## src/rtl/ilog2_rr_sched.sv

```systemverilog
// rtl/ilog2_rr_sched.sv - round-robin scheduler sharing one pipelined ilog2 unit among NREQ requesters
// Optional stall counter output enabled by defining ILOG2_RR_SCHED_STATS_EN.
module ilog2_rr_sched #(
   parameter int NREQ       = 4,
   parameter int LAT        = 3,
   parameter int FIFO_DEPTH = 4,
   parameter int IDW        = $clog2(NREQ)
) (
   input  logic                 clk,
   input  logic                 reset,
   input  logic [NREQ-1:0]      req_valid,
   input  logic [32*NREQ-1:0]   req_v,
   output logic [NREQ-1:0]      req_ready,
   output logic [31:0]          lu_v,
   output logic                 lu_issue,
   input  logic [4:0]           lu_log2,
   output logic                 rsp_valid,
   input  logic                 rsp_ready,
   output logic [IDW-1:0]       rsp_id,
   output logic [4:0]           rsp_log2,
   output logic                 rsp_zero
`ifdef ILOG2_RR_SCHED_STATS_EN
   ,
   output logic [31:0]          stat_stall_cnt
`endif
);

   localparam int CW = $clog2(FIFO_DEPTH + 1);
   localparam int PW = (FIFO_DEPTH > 1) ? $clog2(FIFO_DEPTH) : 1;
   localparam int EW = IDW + 6;

   logic [IDW-1:0] rr_ptr;
   logic [CW-1:0]  credits;
   logic           grant;
   logic [IDW-1:0] grant_id;
   logic           found;

   logic [IDW-1:0] lu_id;

   logic [LAT-1:0] tag_vld;
   logic [LAT-1:0] tag_zero;
   logic [IDW-1:0] tag_id [LAT];

   logic [EW-1:0]  mem [FIFO_DEPTH];
   logic [PW-1:0]  wr_ptr;
   logic [PW-1:0]  rd_ptr;
   logic [CW-1:0]  count;
   logic           push;
   logic           pop;
   logic [EW-1:0]  push_entry;
   logic [EW-1:0]  head;

   // Scan from rr_ptr upward, wrapping; first valid requester wins if a credit is free.
   always_comb begin
      found     = 1'b0;
      grant_id  = '0;
      req_ready = '0;
      for (int k = 0; k < NREQ; k++) begin
         if (!found && req_valid[(int'(rr_ptr) + k) % NREQ]) begin
            found    = 1'b1;
            grant_id = IDW'((int'(rr_ptr) + k) % NREQ);
         end
      end
      grant = found && (credits != '0);
      if (grant) begin
         req_ready[grant_id] = 1'b1;
      end
   end

   always_ff @(posedge clk or posedge reset) begin
      if (reset) begin
         rr_ptr   <= '0;
         lu_v     <= '0;
         lu_issue <= 1'b0;
         lu_id    <= '0;
      end else begin
         lu_issue <= grant;
         if (grant) begin
            rr_ptr <= (grant_id == IDW'(NREQ - 1)) ? '0 : grant_id + 1'b1;
            lu_v   <= req_v[32*grant_id +: 32];
            lu_id  <= grant_id;
         end
      end
   end

   // Each in-flight op holds one credit from grant until its result leaves the FIFO.
   always_ff @(posedge clk or posedge reset) begin
      if (reset) begin
         credits <= CW'(FIFO_DEPTH);
      end else if (grant && !pop) begin
         credits <= credits - 1'b1;
      end else if (!grant && pop) begin
         credits <= credits + 1'b1;
      end
   end

   // Tag shift register; its tail lines up with the cycle lu_log2 is valid.
   always_ff @(posedge clk or posedge reset) begin
      if (reset) begin
         tag_vld  <= '0;
         tag_zero <= '0;
         for (int s = 0; s < LAT; s++) begin
            tag_id[s] <= '0;
         end
      end else begin
         tag_vld[0]  <= lu_issue;
         tag_zero[0] <= (lu_v == 32'd0);
         tag_id[0]   <= lu_id;
         for (int s = 1; s < LAT; s++) begin
            tag_vld[s]  <= tag_vld[s-1];
            tag_zero[s] <= tag_zero[s-1];
            tag_id[s]   <= tag_id[s-1];
         end
      end
   end

   assign push       = tag_vld[LAT-1];
   assign push_entry = {tag_id[LAT-1], (tag_zero[LAT-1] ? 5'd0 : lu_log2), tag_zero[LAT-1]};

   assign rsp_valid = (count != '0);
   assign pop       = rsp_valid && rsp_ready;
   assign head      = mem[rd_ptr];

   always_ff @(posedge clk) begin
      if (push) begin
         mem[wr_ptr] <= push_entry;
      end
   end

   always_ff @(posedge clk or posedge reset) begin
      if (reset) begin
         wr_ptr <= '0;
         rd_ptr <= '0;
         count  <= '0;
      end else begin
         if (push) begin
            wr_ptr <= (wr_ptr == PW'(FIFO_DEPTH - 1)) ? '0 : wr_ptr + 1'b1;
         end
         if (pop) begin
            rd_ptr <= (rd_ptr == PW'(FIFO_DEPTH - 1)) ? '0 : rd_ptr + 1'b1;
         end
         if (push && !pop) begin
            count <= count + 1'b1;
         end else if (!push && pop) begin
            count <= count - 1'b1;
         end
      end
   end

   // Head fields read as zero while empty so outputs match the reset state.
   assign rsp_id   = rsp_valid ? head[EW-1 -: IDW] : '0;
   assign rsp_log2 = rsp_valid ? head[5:1] : 5'd0;
   assign rsp_zero = rsp_valid ? head[0] : 1'b0;

`ifdef ILOG2_RR_SCHED_STATS_EN
   always_ff @(posedge clk or posedge reset) begin
      if (reset) begin
         stat_stall_cnt <= '0;
      end else if ((|req_valid) && (credits == '0) && (stat_stall_cnt != 32'hFFFF_FFFF)) begin
         stat_stall_cnt <= stat_stall_cnt + 32'd1;
      end
   end
`endif

endmodule

```

## config.mk

```make
export PLATFORM = sky130hd
export DESIGN_NAME = ilog2_rr_sched
export DESIGN_NICKNAME = d
export VERILOG_FILES = /design/src/rtl/ilog2_rr_sched.sv
export SDC_FILE = /design/constraint.sdc
export NUM_CORES = 1
export LEC_CHECK = 0
export BUFFER_PORTS_ARGS = -buffer_cell sky130_fd_sc_hd__buf_2
export CAP_MARGIN = 15
export CORE_ASPECT_RATIO = 1.1
export CORE_MARGIN = 3
export CORE_UTILIZATION = 44
export DETAILED_ROUTE_END_ITERATION = 10
export GPL_ROUTABILITY_DRIVEN = 0
export PLACE_DENSITY_LB_ADDON = 0.3
export REMOVE_ABC_BUFFERS = 1
export SYNTH_ARGS = -nofsm -noshare
export SYNTH_HDL_FRONTEND = slang
export SYNTH_SLANG_ARGS = --single-unit
```

## constraint.sdc

```tcl
create_clock -name clk -period 2.04 [get_ports clk]
set_input_delay 0.204 -clock clk [delete_from_list [all_inputs] [get_ports clk]]
set_output_delay 0.204 -clock clk [all_outputs]
set_load 0.02 [all_outputs]
```

# Word-level counts from Yosys, hierarchy flattened
# Memory sizes are Yosys's and may differ from the RTL's.
# Cells that the tools add are included.
# word_totals
regBits,59
ram_bits,32
output_inout_bits,46
word_cells,96
mem_count,1
# memory_table
name,words,width,read_ports,rd_ports_with_merged_regs,write_ports,line_no,rtl
mem,4,8,1,0,1,44,logic [EW-1:0] mem [FIFO_DEPTH];
# op_classes
n_addsub,10
n_lt_le_gt_ge,6
n_eq_ne,3
shifts,1
mux,35
bitwise,3
n_reduce_logical,24
# op_table
operator,n
variable part select 128 x 8 -> 32 bit,1
logical NOT 32 bit,1
two-way mux 2 bit,8
two-way mux 1 bit,15
less-than comparator 3 x 4 -> 1 bit (second input constant),3
two-way mux 3 bit,4
logical AND 1 bit,10
two-way mux 5 bit,2
adder 2 x 1 -> 2 bit (second input constant),4
binary-select mux 1 bit (select 2 bit),4
adder 3 x 1 -> 3 bit (second input constant),2
equality test 2 bit (second input constant),3
logical NOT 1 bit,6
less-than comparator 2 x 3 -> 1 bit (second input constant),2
nonzero test 3 bit,2
OR reduction 2 bit,3
subtractor 3 x 1 -> 3 bit (second input constant),2
adder 2 bit (second input constant),2
two-way mux 4 bit,1
nonzero test 2 bit,2
AND 1 bit (first input constant),3
demux 1 bit (select 2 bit),1
greater-or-equal comparator 2 x 1 -> 1 bit (second input constant),1

# Depth between registers and ports, before layout
# logic_depth
ltp_word,19
depth_mapped,10
depth_no_buf,9

# Least setup slack after synthesis
# OpenSTA, ideal clock, no wires.
# synth_timing
path_type,register to register
start,reg count[0]
end,reg credits[2]
setup_time_ns,0.075
arrival_time_ns,2.177
required_time_ns,1.965
path_slack_ns,-0.211
path_stages_with_launch,10
path_cell_list,dfrtp_1 or3_1 clkbuf_1 nand2_1 ha_1 inv_1 fa_1 xor2_1 nor2_1 xor2_1
# synth_between
elab_chain_cells,5
word_cells_on_any_way,7
classes_between,1 x mux; 6 x reduce/logical
# synth_rtl
item,line_no,rtl
"start, declared",47,logic [CW-1:0] count;
"start signal, assigned",143,count <= count + 1'b1;
"start signal, assigned",145,count <= count - 1'b1;
nonzero test 3 bit *,120,assign rsp_valid = (count != '0);
via rsp_valid,17,"output logic rsp_valid,"
logical AND 1 bit *,121,assign pop = rsp_valid && rsp_ready;
logical NOT 1 bit,90,end else if (grant && !pop) begin
logical AND 1 bit,90,
two-way mux 3 bit or nonzero test 2 bit (tied branches),--,
"end signal, assigned",89,credits <= CW'(FIFO_DEPTH);
"end signal, assigned",91,credits <= credits - 1'b1;
"end signal, assigned",93,credits <= credits + 1'b1;
"end, declared",33,logic [CW-1:0] credits;
# The timed path passes the listed nets; every way through them passes the cells marked *.
# A chain may end at the register's enable or synchronous reset.

# Final worst setup path
# layout_timing
start,reg rr_ptr[1]
end,out req_ready[2]
# layout_between
elab_chain_cells,17
word_cells_on_any_way,35
classes_between,3 x add/sub; 2 x order compare; 22 x mux; 8 x reduce/logical
# layout_rtl
item,line_no,rtl
"start, declared",32,logic [IDW-1:0] rr_ptr;
"start signal, assigned",79,rr_ptr <= (grant_id == IDW'(NREQ - 1)) ? '0 : grant_id + 1'b1;
adder 2 x 1 -> 2 bit or binary-select mux 1 bit (select 2 bit) (tied branches),"59, 61",
binary-select mux 1 bit (select 2 bit) or two-way mux 1 bit (tied branches),59,if (!found && req_valid[(int'(rr_ptr) + k) % NREQ]) begin
two-way mux 1 bit (not written as such),59,
two-way mux 1 bit (not written as such) or logical NOT 1 bit (tied branches),59,
logical AND 1 bit,59,
two-way mux 1 bit,59,
logical NOT 1 bit,59,
logical AND 1 bit,59,
two-way mux 1 bit,59,
logical NOT 1 bit,59,
logical AND 1 bit,59,
two-way mux 2 bit,59,
less-than comparator 2 x 3 -> 1 bit (not written as such) or greater-or-equal comparator 2 x 1 -> 1 bit (tied branches),66,req_ready[grant_id] = 1'b1;
logical AND 1 bit (not written as such),66,
two-way mux 1 bit (not written as such),66,
demux 1 bit (select 2 bit),66,
two-way mux 4 bit *,65,if (grant) begin
"end, declared",13,"output logic [NREQ-1:0] req_ready,"
# Mark *: on every way between the ends. The rest lies on a longest branch, timed or not. The select of a mux whose other input is x is not followed.

==> impl_metrics.yaml <==
yosys:
  synth_compound_area_share_pct: 15.12
  muxShareOfSynthArea_pct: 4.903
  synth_area_per_cell_um2: 10.13
  ys_warn_count: 0
  synth_top_family_by_area: "simple AND/OR/NAND/NOR gates"
  yosysTopAreaCell: "dfrtp_1"
  synth-seq-area-share_pct: 53.38
  syn_area_um2: 4568
  synth-seq-cells: 91
  synth_xor_area_share_pct: 1.150
  synth_cells: 451
  synth_fa_ha_area_share_pct: 3.889
  yosysTopAreaCellShare_pct: 31.77
  netlist-cell-type-count: 36
  synth.area.top_cells: "dfrtp_1 (32%), edfxtp_1 (21%), nand2_1 (11%)"
  synth-simple-area-share_pct: 17.09
pwr:
  worst_ir_drop_vdd_v: 0.0007745
  internal-power_uw: 5351
  p_leak_uw: 0.003022
  p_seq_share_pct: 35.1
  powerDensity_nw_per_um2: 1542
  switchingPower_uw: 4046
  combPwrFrac_pct: 52.2
  swShare_pct: 43.05
  p_clk_share_pct: 12.7
outcome:
  status: "complete, but fails checks"
  violations: "negative setup slack"
grt:
  track_usage_pct: 22.75
  grt_pass1_wl_um: 20390
  grt-ovfl-total: 0
  first_global_vias: 4192
  grt_start_max_net_pins: 46
  antenna_found_initial: 0
hold_path:
  hp-class: "input port to flop"
timing:
  worst_clock_skew_ps: 14.93
  max-slew-margin-rel_pct: 54.51
  finalHoldViolCount: 0
  finalMaxSlewViolations: 0
  min_period_ps: 2123
  max_clock_freq_mhz: 471.0
  rsz0062_at_grt: "yes"
  final.setup.worst_slack_ps: -83.04
  setup_violations: 4
  tightest_slew_ps: 681.3
  finalCritPeriodShare_pct: 104.1
  setup-tns-final_ps: -247.4
clocking:
  clkSinkCount: 91
  clockRootBuffer: "clkbuf_8"
  cts_tree: "yes"
  clock_latency_ps: 350
  clkTransAtPathRegs_ps: 100
  cts_buffer_depth: 2
  cts_buffers: 9
  h-tree-depth: 3
finish:
  fillers: 873
  final_area_um2: 6093
  drive_above_1_share_pct: 40.43
  num-nets-final: 796
  area_delta_synth_final_pct: 33.39
floorplan:
  coreArea_um2: 9985
  rows: 38
  die-area_um2: 11640
  die_h_um: 112.9
  die_x_um: 103.2
  io_pins: 186
  start_util_pct: 45.75
critical_path:
  setup.worst_path.start_class: "flop"
  worst-setup-path-type: "flop to output pin"
  crit_arrival_ps: 1920
  endpoint_kind: "output pin"
  crit_slowest_cell: "dfrtp_2"
  path_cells: "mux2_4 > o221a_4 > inv_6 > ha_4 > and2_4 > buf_6"
  max_stage_delay_ps: 460
  worstPathMaxFanout: 7
  crit_required_ps: 1840
route:
  vias: 4131
  drt_iter0_drc: 192
  dr.pass1.iters: 5
  drc: 0
  wl_um: 13410
  ant_nets: 0
  vias_per_cell: 5.372
  wire_per_inst_um: 17.44
flow_run:
  drv_cap: 0
placement:
  placed_area_um2: 5672
  port_buffers: 185
  dp_hpwl_um: 9437
[power groups by stage]
stage / Clock [µW] / Combinational (µW) / Sequential [µW]
floorplan: 0 / 2530 / 3610
global placement: 0 / 4420 / 3290
detailed placement: 0 / 4560 / 3330
CTS: 1210 / 4780 / 3300
global route: 1290 / 5390 / 3390
finish: 1190 / 4900 / 3300
[critical path: cells and delay by family (launching register included)]
| kind | cells | cell delay, ps |
|---|---|---|
| adders and majority gates | 1 | 120 |
| muxes | 1 | 310 |
| and+or+nand+nor | 1 | 150 |
| buffers and inverters | 2 | 210 |
| AOI/OAI and AO/OA | 1 | 320 |
| DFF | 1 | 460 |
[kinds of logic (layout without fill, tap and decap cells)]
| group | after synthesis | in the layout |
|---|---|---|
| mux | 12 | 12 |
| flops | 91 | 91 |
| buf+inv | 40 | 237 |
| xor+xnor | 6 | 6 |
| other cells | 0 | 1 |
| fa+ha+maj | 13 | 13 |
| compound gates | 107 | 107 |
| simple gates | 182 | 182 |
[area by class of cell]
cell class / count / area (µm²) / share of cell area (%)
flip-flops and latches: 91 / 2440 / 40.04
multi-input cells: 320 / 2047 / 33.59
repair buffers: 209 / 1209 / 19.84
well taps: 120 / 150.1 / 2.464
clock buffers: 9 / 123.9 / 2.033
clock inverters: 7 / 68.82 / 1.129
inverters: 12 / 52.55 / 0.8624
diodes: 1 / 2.502 / 0.04107
[synth_stat cells, drive strengths merged]
cell type  count
nand2        138
a21oi         66
dfrtp         58
a211o         32
edfxtp        32
buf           19
and2          16
inv           12
ha            11
clkbuf         9
mux4           8
nor4           8
nor2           6
nor2b          6
o21ai          4
xor2           4
mux2           3
fa             2
nand4          2
or3            2
xnor2          2
a21boi         1
a21o           1
a311oi         1
dfstp          1
mux2i          1
nand2b         1
nor3           1
o221a          1
o31ai          1
or3b           1
or4            1
[per-layer routing]
layer / track usage [%] / part of all wire, % / vias to the layer above
li1: - / - / 1945
met1: 27.19 / 38 / 1975
met2: 38.13 / 50 / 180
met3: 6.473 / 8.6 / 31
met4: 9.413 / 3.1 / 0
met5: 0 / 0 / -
[cells in the final DEF, fill, tap and decap left out, drive strengths merged, types with 2 or more instances in the layout]
master	n
o21ai	4
nand4	2
nand2	138
a21oi	66
clkinv	2
buf	207
nor2b	6
or3	2
and2	16
xnor2	2
nor2	6
mux2	3
a211o	32
edfxtp	32
dfrtp	58
clkbuf	10
fa	2
nor4	8
inv	16
ha	11
mux4	8
xor2	4
[metrics by stage]
stage	setup slack [ps]	util, %	hold WS (ps)	std cells	power [µW]
detailed placement	-32.54	56.80	336.2	744	7888
finish	-83.04	61.03	198.5	769	9397
global placement	69.05	56.80	332.1	744	7717
floorplan	-1938	-	331.2	423	6131
global route	-125.0	61.00	217.0	768	10070
CTS	-88.53	60.28	188.8	767	9299
[registers in the layout, summed over array words and instances (netlist names)]
signal	cells
count	3
credits	3
lu_id	2
lu_issue	1
lu_v	32
mem	32
push_entry	2
rd_ptr	2
rr_ptr	2
tag_id	4
tag_vld	3
tag_zero	3
wr_ptr	2
[what timing repair did]
| action | 4_1_cts | 5_1_grt |
|---|---|---|
| pin swaps | 5 | 7 |
| setup endpoints to repair | 7 | 32 |
| hold endpoints to repair | 28 | 0 |
| gates cloned | 0 | 1 |
| gates resized for setup | 28 | 10 |
| hold buffers | 1 | 0 |
| buffers inserted | 6 | 1 |
[path summary, 6_finish.rpt]
path	end	startpoint	cells after the start	slack [ps]
max	req_ready[2]	rr_ptr[1]	6	-80
min	lu_v[2]	req_v[98]	4	200
max reg2reg	lu_v[11]	rr_ptr[1]	6	60
min reg2reg	tag_id[2]	tag_id[4]	0	360
max in group asynchronous	credits[2]	reset	4	870
min in group asynchronous	lu_v[7]	reset	3	500
(Power assumes the default switching activity.)
